`src/rtl/uart_frame_sched.sv`:
```
// UART telemetry frame scheduler: snapshots game state on frame_tick and streams a
// 12-byte frame (sync, five tagged 16-bit words, XOR checksum) to a byte-wide UART.
`timescale 1ns/1ps
module uart_frame_sched #(
  parameter logic [7:0]  SYNC_BYTE = 8'hA5,
  parameter int unsigned TIMEOUT   = 20000
) (
  input  logic        clk,
  input  logic        rst,
  input  logic        frame_tick,
  input  logic [11:0] pl1_posx,
  input  logic [11:0] pl1_posy,
  input  logic [11:0] ball_posx,
  input  logic [11:0] ball_posy,
  input  logic [3:0]  pl1_score,
  input  logic [3:0]  pl2_score,
  input  logic        flag_point,
  input  logic        end_game,
  input  logic        tx_done,
  output logic [7:0]  tx_data,
  output logic        tx_start,
  output logic        busy,
  output logic        frame_done,
  output logic        tx_err,
  output logic [7:0]  drop_cnt
);

  localparam int unsigned       WAIT_W    = (TIMEOUT > 1) ? $clog2(TIMEOUT) : 1;
  localparam logic [WAIT_W-1:0] WAIT_LAST = WAIT_W'(TIMEOUT - 1);
  localparam logic [3:0]        LAST_IDX  = 4'd11;

  typedef enum logic [1:0] {S_IDLE, S_SEND, S_WAIT} state_e;

  typedef struct packed {
    logic [11:0] pl1_posx;
    logic [11:0] pl1_posy;
    logic [11:0] ball_posx;
    logic [11:0] ball_posy;
    logic [3:0]  pl1_score;
    logic [3:0]  pl2_score;
    logic        flag_point;
    logic        end_game;
  } snap_t;

  state_e            state_q, state_d;
  snap_t             snap_q, snap_d;
  logic [3:0]        idx_q, idx_d;
  logic [WAIT_W-1:0] wait_q, wait_d, wait_inc;
  logic [7:0]        tx_data_q, tx_data_d;
  logic [7:0]        drop_q, drop_d;
  logic              frame_done_q, frame_done_d;
  logic              tx_err_q, tx_err_d;

  logic [0:4][15:0]  words;
  logic [7:0]        csum;
  logic [0:11][7:0]  frame;

  // Frame image derived purely from the snapshot; the status word keeps the two
  // flags left-justified in the payload with the scores in the low byte.
  always_comb begin
    words[0] = {4'h3, snap_q.pl1_posx};
    words[1] = {4'h4, snap_q.pl1_posy};
    words[2] = {4'h5, snap_q.ball_posx};
    words[3] = {4'h6, snap_q.ball_posy};
    words[4] = {4'h7, snap_q.end_game, snap_q.flag_point, 2'b00,
                snap_q.pl2_score, snap_q.pl1_score};
    csum = '0;
    for (int k = 0; k < 5; k++) begin
      csum = csum ^ words[k][15:8] ^ words[k][7:0];
    end
    frame = {SYNC_BYTE, words, csum};
  end

  assign wait_inc = wait_q + 1'b1;

  // NOTE: every always_comb output gets a default first so no path leaves it
  // unassigned; a missing default would infer a latch.
  always_comb begin
    state_d      = state_q;
    snap_d       = snap_q;
    idx_d        = idx_q;
    wait_d       = wait_q;
    tx_data_d    = tx_data_q;
    drop_d       = drop_q;
    frame_done_d = 1'b0;
    tx_err_d     = 1'b0;

    if (frame_tick && (state_q != S_IDLE) && (drop_q != 8'hFF)) begin
      drop_d = drop_q + 8'd1;
    end

    case (state_q)
      S_IDLE: begin
        if (frame_tick) begin
          state_d   = S_SEND;
          snap_d    = '{pl1_posx: pl1_posx, pl1_posy: pl1_posy,
                        ball_posx: ball_posx, ball_posy: ball_posy,
                        pl1_score: pl1_score, pl2_score: pl2_score,
                        flag_point: flag_point, end_game: end_game};
          idx_d     = 4'd0;
          tx_data_d = SYNC_BYTE;
        end
      end
      S_SEND: begin
        state_d = S_WAIT;
        wait_d  = '0;
      end
      S_WAIT: begin
        // tx_done wins over a timeout expiring in the same cycle.
        if (tx_done) begin
          if (idx_q != LAST_IDX) begin
            idx_d     = idx_q + 4'd1;
            tx_data_d = frame[idx_q + 4'd1];
            state_d   = S_SEND;
          end else begin
            state_d      = S_IDLE;
            frame_done_d = 1'b1;
          end
        end else if (wait_inc == WAIT_LAST) begin
          state_d  = S_IDLE;
          tx_err_d = 1'b1;
        end else begin
          wait_d = wait_inc;
        end
      end
      default: state_d = S_IDLE;
    endcase
  end

  // NOTE: sequential state is updated with non-blocking assignments only, so
  // every register samples the pre-edge values regardless of statement order.
  always_ff @(posedge clk) begin
    if (rst) begin
      state_q      <= S_IDLE;
      // NOTE: the snapshot is ordinary flops, not a RAM, so it can and does
      // take a reset value like the rest of the state.
      snap_q       <= '0;
      idx_q        <= '0;
      wait_q       <= '0;
      tx_data_q    <= '0;
      drop_q       <= '0;
      frame_done_q <= 1'b0;
      tx_err_q     <= 1'b0;
    end else begin
      state_q      <= state_d;
      snap_q       <= snap_d;
      idx_q        <= idx_d;
      wait_q       <= wait_d;
      tx_data_q    <= tx_data_d;
      drop_q       <= drop_d;
      frame_done_q <= frame_done_d;
      tx_err_q     <= tx_err_d;
    end
  end

  assign tx_data    = tx_data_q;
  assign tx_start   = (state_q == S_SEND);
  assign busy       = (state_q != S_IDLE);
  assign frame_done = frame_done_q;
  assign tx_err     = tx_err_q;
  assign drop_cnt   = drop_q;

endmodule

```
`config.mk`:
```
export PLATFORM = sky130hd
export DESIGN_NAME = uart_frame_sched
export DESIGN_NICKNAME = d
export VERILOG_FILES = /design/src/rtl/uart_frame_sched.sv
export SDC_FILE = /design/constraint.sdc
export NUM_CORES = 1
export LEC_CHECK = 0
export ABC_AREA = 1
export BUFFER_PORTS_ARGS = -buffer_cell sky130_fd_sc_hd__buf_2
export CAP_MARGIN = 10
export CORE_AREA = 5 5 136 138
export CTS_CLUSTER_SIZE = 12
export DETAILED_ROUTE_END_ITERATION = 10
export DIE_AREA = 0 0 141 143
export PLACE_DENSITY = 0.49
export SLEW_MARGIN = 20
export SYNTH_ARGS = -nofsm -noshare
export SYNTH_HDL_FRONTEND = slang
export SYNTH_SLANG_ARGS = --single-unit
```
`constraint.sdc`:
```
create_clock -name clk -period 3.22 [get_ports clk]
set_input_delay 0.322 -clock clk [delete_from_list [all_inputs] [get_ports clk]]
set_output_delay 0.322 -clock clk [all_outputs]
set_load 0.1 [all_outputs]
```
Word level (Yosys, flattened, before mapping)

Cells that the tools add are included.

Register bits: 97
Latch bits: 0
RAM bits: 0
Memory bits (read-only): 0
Input port bits: 62
Output and inout bits: 20
Logic and storage cells: 75
Memories kept: 0

$add $sub $neg: 3
Multiply operators: 0
Div/mod/pow operators: 0
$lt $le $gt $ge: 1
Equal/unequal tests: 11
Shift operators: 0
Mux-type cells: 21
Bitwise logic cells: 12
Reductions and logical operators: 12

Operators with widths:

| cell                  | count |
|---|---|
| $mux 8                | 5 |
| $bmux 8 s4            | 1 |
| $xor 8x7->8           | 4 |
| $xor 8x8->8           | 4 |
| $mux 15               | 2 |
| $pmux 15 s2           | 1 |
| $pmux 8 s2            | 1 |
| $add 15x1->15 const B | 1 |
| $eq 15x15->1 const B  | 1 |
| $mux 4                | 3 |
| $ne 2x2->1 const B    | 5 |
| $add 8x1->8 const B   | 1 |
| $ne 8x8->1 const B    | 1 |
| $pmux 4 s2            | 1 |
| $xor 6x8->8           | 1 |
| $mux 2                | 3 |
| $pmux 2 s3            | 1 |
| $reduce_bool 2->1     | 3 |
| $reduce_or 3->1       | 2 |
| $ge 5x5->1 const B    | 1 |
| $not 4->5             | 1 |
| $add 4x1->4 const B   | 1 |
| $ne 4x4->1 const B    | 1 |
| $reduce_and 2->1      | 2 |
| other kinds (9)       | 13 |

Depth between registers and ports, before layout

Gate-level depths: netlist (run 1).

Depth in word-level cells: 15
Mapped depth: 16

Least setup slack after synthesis (run 1)

Ideal clock, no wire load.

Path kind: reg-to-reg
From: register state_q[0]
To: register wait_q[9]
Arrival: 2.802 ns
Data required time: 3.107 ns
Slack: 0.305 ns
Stages on the path, launching flop included: 9
Buffers on the path: 1
Period minus slack after synthesis: 2.915 ns
Cells stage by stage: dfxtp_1 inv_1 nor2_1 clkinv_1 nand2_2 buf_6 nand2_1 nand2_1 nor2_1

Longest elaborated chain between the ends: 3
Elaborated cells on any way between the ends: 7
Those cells by class: eq/ne: 4; mux: 1; reduce/logical: 2

RTL lines:

| item                               | line | text |
|---|---|---|
| start: declaration                 | 45   | `state_e state_q, state_d;` |
| start signal: assignment           | 145  | `state_q <= state_d;` |
| $eq 2x1->1 *                       | --   |  |
| named net tx_start                 | 21   | `output logic tx_start,` |
| $reduce_bool 2->1 (no source line) | --   |  |
| $reduce_and 3->1 (no source line)  | --   |  |
| end signal: assignment             | 148  | `wait_q <= wait_d;` |
| end: declaration                   | 48   | `logic [WAIT_W-1:0] wait_q, wait_d, wait_inc;` |

The timed path passes the listed nets; every way through them passes the cells marked *.
A chain may end at the register's enable or synchronous reset.

Final worst setup path (run 1)

From: register idx_q[0]
To: register tx_data_q[0] (netlist: tx_data[0])

Longest elaborated chain between the ends: 8
Elaborated cells on any way between the ends: 11
Those cells by class: add/sub: 1; eq/ne: 2; mux: 6; bitwise: 1; reduce/logical: 1

RTL lines:

| item                                      | line | text |
|---|---|---|
| start: declaration                        | 47   | `logic [3:0] idx_q, idx_d;` |
| start signal: assignment                  | 147  | `idx_q <= idx_d;` |
| $add 4x1->4                               | 113  | `tx_data_d = frame[idx_q + 4'd1];` |
| $not 4->5 (not written as such)           | 113  |  |
| $bmux 8 s4                                | 113  |  |
| $mux 8 (not written as such) (2 in a row) | 113  |  |
| $mux 8                                    | 111  | `if (idx_q != LAST_IDX) begin` |
| $mux 8                                    | 110  | `if (tx_done) begin` |
| $pmux 8 s2                                | 92   | `case (state_q)` |
| end signal: assignment                    | 149  | `tx_data_q <= tx_data_d;` |
| end: declaration                          | 49   | `logic [7:0] tx_data_q, tx_data_d;` |

Parallel ways exist; a longest one is shown, timed or not. The select of a mux whose other input is x is not followed.

==> results of run 1 <==
[placed cells by master, fill, tap and decap left out, drive strengths merged]
master | netlist | routed
a211oi | 1 | 1
a21o | 1 | 1
a21oi | 73 | 73
a31oi | 7 | 7
and2 | 1 | 1
buf | 6 | 88
bufinv | 0 | 2
clkbuf | 26 | 10
clkinv | 2 | 4
clkinvlp | 0 | 2
dfxtp | 97 | 97
ha | 4 | 4
inv | 87 | 87
nand2 | 164 | 164
nand3 | 48 | 48
nand3b | 4 | 4
nand4 | 10 | 10
nor2 | 109 | 109
nor3 | 7 | 7
nor4 | 1 | 1
o211ai | 2 | 2
o21ai | 98 | 98
o21bai | 1 | 1
o22ai | 2 | 2
o31ai | 5 | 5
or2 | 4 | 4
xnor2 | 13 | 13
xor2 | 14 | 14
[report_power, final]
group	switching (mW)	internal, mW
clock network	0.497	0.685
logic	0.397	0.206
registers	0.0779	1.29
total	0.971	2.18
[tightest hold or removal path: stages]
cell and delay, ns:
buf_2 0.07, nor2_1 0.03, nor2_1 0.08
[state kept, by name (all words and copies together), names as in the netlist]
name,count
tx_data,8
state_q,2
idx_q,4
frame_done,1
frame,58
tx_err,1
wait_q,15
drop_cnt,8
[metrics by stage]
stage / hold WS [ns] / instance area, sq um
CTS: 0.173 / 6100
global route: 0.192 / 6100
floorplan: 0.444 / 5180
detailed placement: 0.460 / 5780
finish: 0.193 / 6100
global placement: 0.470 / 5780
[worst paths after layout]
path / cells past startpoint / startpoint / endpoint / slack (ns)
min reg2reg: 2 / tx_data[1] / tx_data[1] / 0.47
max: 8 / idx_q[0] / tx_data[0] / 0.97
max reg2reg: 8 / idx_q[0] / tx_data[0] / 0.97
min: 3 / pl1_posx[0] / frame[72] / 0.19
[per-layer routing]
layer / vias to the layer above / global-route usage (%)
met5: - / 0
met4: 0 / 4.03
met3: 14 / 2.81
met2: 84 / 24.1
met1: 2292 / 19.4
li1: 2688 / -
[cell type report]
| class | instances | share of cell area, % |
|---|---|---|
| clock buffer | 10 | 3.75 |
| clock inverter | 6 | 1.52 |
| inverter | 89 | 5.47 |
| multi-input combinational | 569 | 45.1 |
| sequential | 97 | 31.8 |
| tap | 225 | 4.61 |
| timing repair buffer | 88 | 7.71 |
[cells by family (layout without fill, tap and decap cells)]
logic type / after synthesis / in the layout / synth area share, %
compound gates: 190 / 190 / 19.1
xor+xnor: 27 / 27 / 4.57
fa+ha+maj: 4 / 4 / 0.966
buf+inv: 121 / 193 / 9.32
flops: 97 / 97 / 37.5
simple gates: 348 / 348 / 28.5
==> results_dict.tcl, run 1 <==
set metrics [dict create \
    cts_max_path_buffers 2 \
    max_cap_viol_count 0 \
    maxSlewViolCount 0 \
    setup_viol 0 \
    track_usage_pct 14.5 \
    clock_latency_ns 0.35 \
    cpPeakStageDelay_ns 0.52 \
    vias 5078 \
    fp-row-count 48 \
    met1Wirelength_um 7360 \
    final-seq-area_sq_mm 0.00194 \
    finalWeightedCongestion 0.853 \
    start_util_pct 30.4 \
    yosys.area.top_type "dfxtp_1" \
    syn_inst 787 \
    cp_slowest_cell "nand2_1" \
    route.top_layer_used "met4" \
    route.detailed.drc 0 \
    diodes 0 \
    wire_per_inst_um 13.6 \
    design_power_total_mw 3.15 \
    layoutNonFillerInstCount 1084 \
    synth_commonest_cells "nand2_1 (160), nor2_1 (104), dfxtp_1 (97)" \
    wl_um 14800 \
    status "finished, final reports clean" \
    syn_avg_cell_area_sq_um 6.58 \
    ant_nets 0 \
    cts_root_buf "clkbuf_16" \
    synth_area_sq_mm 0.00518 \
    die-width_um 141 \
    ctsHoldBuffers 0 \
    ios 82 \
    crit_fanout 18 \
    final_util_pct 35.8 \
    postCtsSetupBuffers 0 \
    cts_tree "yes" \
    cp-start-kind "flip-flop" \
    grt_pass1_wl_um 23800 \
    io_buffer_count 81 \
    multi_input_area_sq_mm 0.00276 \
    synth_most_common_cell "nand2_1" \
    via_per_inst 4.68 \
    ys_types 36 \
    ir_drop_mv 0.272 \
    coreArea_sq_mm 0.0171 \
    num-nets-final 920 \
    setup_slack_ns 0.975 \
    path_class "flip-flop to flip-flop" \
    required_ns 3.46 \
    worst_setup_path_end_kind "flip-flop" \
    dieArea_sq_mm 0.0202 \
    fill_cells 1915 \
    cp_top_family "simple AND/OR/NAND/NOR gates" \
    tns_ns 0 \
    critPathArrivalTime_ns 2.48 \
    dp.cells 1068 \
    yosys_warnings 0 \
    cts_buffers 9 \
    synthTopCellsByArea "dfxtp_1 (37%), nand2_1 (12%), o21ai_0 (9.2%)" \
    synthFlopType "dfxtp_1" \
    power_leakage_nw 2.63 \
    post_cts_resized 0 \
    timing.fmax_mhz 445 \
    dp_hpwl_um 10600 \
    path_cells "ha_1 > or2_2 > nand2_1 > inv_1 > o21ai_0 > nand3_1 > a31oi_1 > a21oi_1" \
    pwr_density_cell_mw_per_mm2 516 \
    ys_ff_latch 97 \
    syn2layout_area_growth_pct 17.9 \
    cts.sinks 97 \
    layout-drive-gt1-share_pct 14.3 \
    grt_max_degree 90 \
    synth_top_area_share_pct 37.5 \
    tightestPinTransition_ns 0.791 \
    finalCritPeriodShare_pct 69.7 \
    place_ws_ns 0.973 \
    cp_num_buf_inv 1 \
    cts_htree_levels 3 \
    antenna_found_initial 0 \
    synth.yosys.seq_area_share_pct 37.5 \
    slew_headroom_pct 47.3 \
    worst_hold_path_type "input pin to flip-flop" \
    die_y_um 143 \
    syn-num-nets 853 \
    fin_skew_ns 0.0126 \
    hold_violations 0 \
    grt.overflow.total 0 \
    dr_wl_met2_um 6730 \
    wl_met3_um 483 \
    drtPass1Iterations 5 \
    drtIter0Drc 243 \
    synth-edff-count 0 \
    rsz0062_at_grt "false" \
    layout_min_cycle_time_ns 2.25 \
    synthArstFlopShare_pct 0 \
    clkTransAtPathRegs_ns 0.07 \
    grt_pass1_vias 4722 \
]
(Power assumes the default switching activity.)
==> inputs of run 2 (changes only) <==
- clock period: 3.22 -> 2.1 ns (I/O delays scaled with it)
==> run 2 against run 1 <==
Cell area up 2.2%. Global-route usage grew 0.41 points. Die area did not move. Cell count increased by 1.1%. Total power is 50% higher. First-iteration DRC count is 11% higher. Fmax increased by 16%. Clock-buffer cell count unchanged. Via count up 2.1%. Largest power group unchanged.
==> results_dict.tcl, run 2 (synthesis results as in run 1) <==
set metrics [dict create \
    tightestPinTransition_ns 0.812 \
    cp-start-kind "flip-flop" \
    largest_register_ff_count 58 \
    fin_skew_ns 0.0120 \
    ios 82 \
    cts_root_buf "clkbuf_16" \
    hold_violations 0 \
    tns_ns 0 \
    p_sw_share_pct 31.4 \
    ant_nets 0 \
    pwr_density_cell_mw_per_mm2 756 \
    p_seq_share_pct 44.4 \
    cts.sinks 97 \
    slew_headroom_pct 45.9 \
    timing.fmax_mhz 518 \
    antenna_found_initial 0 \
    crit_fanout 9 \
    required_ns 2.38 \
    die_y_um 143 \
    layout_min_cycle_time_ns 1.93 \
    critPathArrivalTime_ns 2.21 \
    grt.overflow.total 0 \
    cts_tree "yes" \
    cts_buffers 9 \
    dieArea_sq_mm 0.0202 \
    wire_per_inst_um 13.6 \
    start_util_pct 30.4 \
    worst_hold_path_type "input pin to flip-flop" \
    status "finished, final reports clean" \
    finalCritPeriodShare_pct 92.0 \
    vias 5183 \
    grt_max_degree 90 \
    die-width_um 141 \
    coreArea_sq_mm 0.0171 \
    syn2layout_area_growth_pct 20.4 \
    ir_drop_mv 0.391 \
    finalWeightedCongestion 0.832 \
    p_int_mw 3.23 \
    grt_pass1_vias 4764 \
    cts_htree_levels 3 \
    max_cap_viol_count 0 \
    num-nets-final 932 \
    ctsHoldBuffers 0 \
    pwr-share-comb_pct 20.0 \
    via_per_inst 4.73 \
    layout_common_cells "nand2_1 (160), nor2_1 (101), o21ai_0 (95)" \
    diodes 0 \
    setup_viol 0 \
    route.detailed.drc 0 \
    layoutNonFillerInstCount 1096 \
    final_common_cell "nand2_1" \
    fp-row-count 48 \
    drtPass1Iterations 5 \
    dp.cells 1080 \
    path_class "flip-flop to flip-flop" \
    clkTransAtPathRegs_ns 0.07 \
    p_switching_mw 1.48 \
    track_usage_pct 15.0 \
    maxSlewViolCount 0 \
    pwr-share-clk_pct 35.6 \
    clock_latency_ns 0.35 \
    grt_pass1_wl_um 24600 \
    design_power_total_mw 4.71 \
    power_leakage_nw 2.70 \
    drtIter0Drc 269 \
    wl_um 14900 \
    cts_max_path_buffers 2 \
    layout-drive-gt1-share_pct 17.6 \
    io_buffer_count 81 \
    worst_setup_path_end_kind "flip-flop" \
    dp_hpwl_um 11000 \
]
-- run 2: changes by cell type in the layout (fill, tap and decap cells not counted), moves of 2 or more --
cell,delta
clkinv_4,-2
dfxtp_2,+13
buf_4,+10
inv_6,+2
clkinv_2,+2
nor2_1,-3
dfxtp_1,-13
nor2_4,+2
-- run 2: worst paths after layout --
| check | startpoint | to | slack (ns) | depth (start not counted) |
|---|---|---|---|---|
| worst max-delay path | wait_q[0] | wait_q[0] | 0.17 | 14 |
| worst min-delay path | pl1_posy[5] | frame[61] | 0.08 | 3 |
| worst max register to register | wait_q[0] | wait_q[0] | 0.17 | 14 |
| worst min register to register | wait_q[0] | wait_q[0] | 0.46 | 1 |
-- run 2: critical path, stage by stage (launching register included) --
cell	delay [ns]
dfxtp_2	0.34
ha_1	0.20
nand2_1	0.15
nor2_4	0.06
or2_2	0.26
nand2_1	0.10
nor2_1	0.05
nand3_1	0.06
nor2_1	0.04
nand3_1	0.08
nand3_2	0.13
buf_6	0.18
nand2_1	0.06
nand2_1	0.05
a21oi_1	0.11
-- run 2: routing by layer --
metal  part of all wire (%)  GRT usage [%]  wire length, um  up-vias
met5                      0              0                0        -
met4                    1.2           4.03              175        0
met3                    3.3           2.91              493       14
met2                     47           24.3             6950       93
met1                     49           20.4             7270     2363
li1                       -              -                -     2713
-- run 2: power groups by stage --
stage	clock network [mW]	registers [mW]	logic (mW)
after global routing	1.81	2.11	1.07
after detailed placement	0	2.13	0.948
after CTS	1.74	2.09	0.952
after global placement	0	2.13	0.941
after floorplan	0	2.19	0.634
final	1.68	2.09	0.943
-- run 2: cell type report --
class | instances | area [sq um]
Fill cell | 1911 | 10800
Multi-Input combinational cell | 569 | 2790
Sequential cell | 97 | 1960
Timing Repair Buffer | 100 | 577
Inverter | 89 | 334
Tap cell | 225 | 282
Clock buffer | 10 | 229
Clock inverter | 6 | 65.1
-- run 2: stage by stage --
stage	util [%]	hold slack [ns]	setup slack, ns	cell area, sq um
after floorplan	-	0.345	-0.0142	5190
after global placement	34.6	0.430	0.168	5900
after detailed placement	34.6	0.438	0.132	5900
after CTS	36.3	0.0679	0.111	6190
after global routing	36.6	0.0789	-0.0144	6240
final	36.6	0.0803	0.169	6240
-- run 2: repair_timing --
action,in CTS,in global routing
gates resized for setup,0,14
endpoints found under the setup margin,0,18
buffers inserted,0,0
==> inputs of run 3 (changes only) <==
- ABC_AREA: 1 -> default
- CORE_AREA: 5 5 136 138 -> 5 5 135 137
- DIE_AREA: 0 0 141 143 -> 0 0 140 142
- PLACE_DENSITY: 0.49 -> 0.51
- clock period: 2.1 -> 1.65 ns (I/O delays scaled with it)
==> run 3 against run 2 <==
The flow now finishes with violations (setup timing). Combinational power rose by 27%. Highest routed layer unchanged. First-iteration DRC count fell by 26%. Register-to-register slack got worse by 0.87 ns. Die area fell by 1.4%. Critical path type unchanged. Clock-buffer cell count rose by 3. Non-clock buffer count rose by 100.
==> results_dict.tcl, run 3 <==
set metrics [dict create \
    ios 82 \
    die-width_um 140 \
    cts.sinks 97 \
    cp_top_family "simple AND/OR/NAND/NOR gates" \
    final_cell_area_sq_mm 0.00743 \
    setup_viol 24 \
    track_usage_pct 16.4 \
    route.detailed.drc 0 \
    timing.fmax_mhz 425 \
    synthArstFlopShare_pct 0 \
    start_util_pct 30.3 \
    synthFlopType "dfxtp_1" \
    io_buffer_count 81 \
    syn_avg_cell_area_sq_um 7.86 \
    vias 5132 \
    ys_ff_latch 97 \
    wire_per_inst_um 15.7 \
    cts_tree "yes" \
    grt.overflow.total 0 \
    design_power_total_mw 5.88 \
    critPathArrivalTime_ns 2.59 \
    grt_max_degree 66 \
    syn_inst 652 \
    path_class "flip-flop to flip-flop" \
    fp-row-count 48 \
    cts_buffers 9 \
    diodes 0 \
    ir_drop_mv 0.492 \
    setup_slack_ns -0.701 \
    antenna_found_initial 0 \
    placed_area_sq_mm 0.00655 \
    slew_headroom_pct 65.8 \
    grt_pass1_wl_um 26200 \
    synth_most_common_cell "nand2_1" \
    coreArea_sq_mm 0.0169 \
    yosys.area.top_type "dfxtp_1" \
    violations "setup timing" \
    max_cap_viol_count 0 \
    clock_latency_ns 0.36 \
    synth.yosys.seq_area_share_pct 37.9 \
    cp_slowest_cell "a2111o_1" \
    synth_area_sq_mm 0.00513 \
    final_common_cell "nand2_1" \
    ys_types 61 \
    required_ns 1.89 \
    rsz0062_at_grt "true" \
    layout-drive-gt1-share_pct 37.0 \
    syn-num-nets 718 \
    dieArea_sq_mm 0.0199 \
    clkTransAtPathRegs_ns 0.07 \
    num-nets-final 885 \
    syn2layout_area_growth_pct 44.9 \
    ctsHoldBuffers 0 \
    fin_skew_ns 0.00985 \
    cts_max_path_buffers 2 \
    status "complete, but fails checks" \
    path_cells "ha_4 > and4_4 > nand4_1 > or2_1 > a2111o_1 > nor4_4 > buf_6 > nor3b_2 > mux2_1" \
    synth_commonest_cells "nand2_1 (144), dfxtp_1 (97), a21oi_1 (81)" \
    worst_hold_path_type "input pin to flip-flop" \
    maxSlewViolCount 0 \
    drtIter0Drc 198 \
    synthTopCellsByArea "dfxtp_1 (38%), nand2_1 (11%), a21oi_1 (7.9%)" \
    cpPeakStageDelay_ns 0.43 \
    pwr_density_cell_mw_per_mm2 792 \
    worst_setup_path_end_kind "flip-flop" \
    layoutNonFillerInstCount 1049 \
    dp.cells 1009 \
    fill_cells 1686 \
    synth-edff-count 0 \
    cts_root_buf "clkbuf_16" \
    cts_htree_levels 3 \
    largest_register_ff_count 58 \
    synth_top_area_share_pct 37.9 \
    finalCritPeriodShare_pct 143 \
    grt_pass1_vias 5138 \
    wl_um 16500 \
    final_util_pct 43.9 \
    finalWeightedCongestion 0.849 \
    tightestPinTransition_ns 0.517 \
    dp_hpwl_um 12000 \
    hold_violations 0 \
    crit_fanout 7 \
    drtPass1Iterations 4 \
    layout_common_cells "nand2_1 (142), buf_4 (89), buf_2 (81)" \
    yosys_warnings 0 \
    die_y_um 142 \
    cp-start-kind "flip-flop" \
    cp_num_buf_inv 1 \
    via_per_inst 4.89 \
    power_leakage_nw 2.99 \
    ant_nets 0 \
    layout_min_cycle_time_ns 2.35 \
]
run 3: area by class of cell:
class | instances | area (sq um) | area share (%)
Multi-Input combinational cell | 501 | 3350 | 45.1
Sequential cell | 97 | 1990 | 26.7
Timing Repair Buffer | 200 | 1480 | 19.9
Tap cell | 225 | 282 | 3.79
Clock buffer | 13 | 270 | 3.64
Inverter | 10 | 41.3 | 0.556
Clock inverter | 3 | 22.5 | 0.303
run 3: routing by layer:
metal | GRT usage (%) | share of wire (%) | up-vias
li1 | - | - | 2590
met1 | 19.7 | 43 | 2434
met2 | 29.3 | 52 | 86
met3 | 2.89 | 3.3 | 22
met4 | 6.43 | 2.4 | 0
met5 | 0 | 0 | -
run 3: worst min-delay path, stage by stage:
cell and delay (ns):
buf_2 0.09, nand2_1 0.05, a21oi_1 0.05
run 3: what timing repair did:
action                     4_1_cts  5_1_grt
resized for setup               42       52
cloned                           1        1
setup endpoints to repair       27       31
pin swaps                       27       23
setup buffers                   12       12
run 3: stage by stage:
step / TNS (ns) / hold WS [ns] / worst slack, ns
after floorplan: -8.79 / 0.301 / -0.660
after global placement: -11.06 / 0.405 / -0.694
after detailed placement: -11.77 / 0.412 / -0.759
after CTS: -9.89 / 0.0263 / -0.681
after global routing: -12.94 / 0.0343 / -0.787
final: -10.72 / 0.0391 / -0.701
run 3: worst paths after layout:
kind	slack, ns	from	end	cells past startpoint
hold reg to reg	0.47	tx_data[6]	tx_data[6]	2
hold / removal	0.04	ball_posx[0]	frame[40]	3
setup reg to reg	-0.70	wait_q[1]	wait_q[2]	9
setup / recovery	-0.70	wait_q[1]	wait_q[2]	9
run 3: cell families (layout without fill, tap and decap cells):
| kind of cell | count (synthesis) | count (layout) | synth area share, % |
|---|---|---|---|
| flip-flops | 97 | 97 | 37.9 |
| AND/OR/NAND/NOR | 268 | 268 | 24.1 |
| AO/OA/AOI/OAI | 151 | 151 | 18.1 |
| adder cells (fa/ha/maj) | 4 | 4 | 0.976 |
| XOR/XNOR | 56 | 56 | 9.57 |
| multiplexers | 22 | 22 | 5.32 |
| buffers and inverters | 54 | 226 | 4.08 |
run 3: power by group:
group | total, mW | internal (mW) | switching (mW) | leakage, nW
clock network | 2.11 | 1.15 | 0.963 | 0.142
logic | 1.20 | 0.530 | 0.671 | 2.04
registers | 2.57 | 2.45 | 0.117 | 0.804
total | 5.88 | 4.13 | 1.75 | 2.99
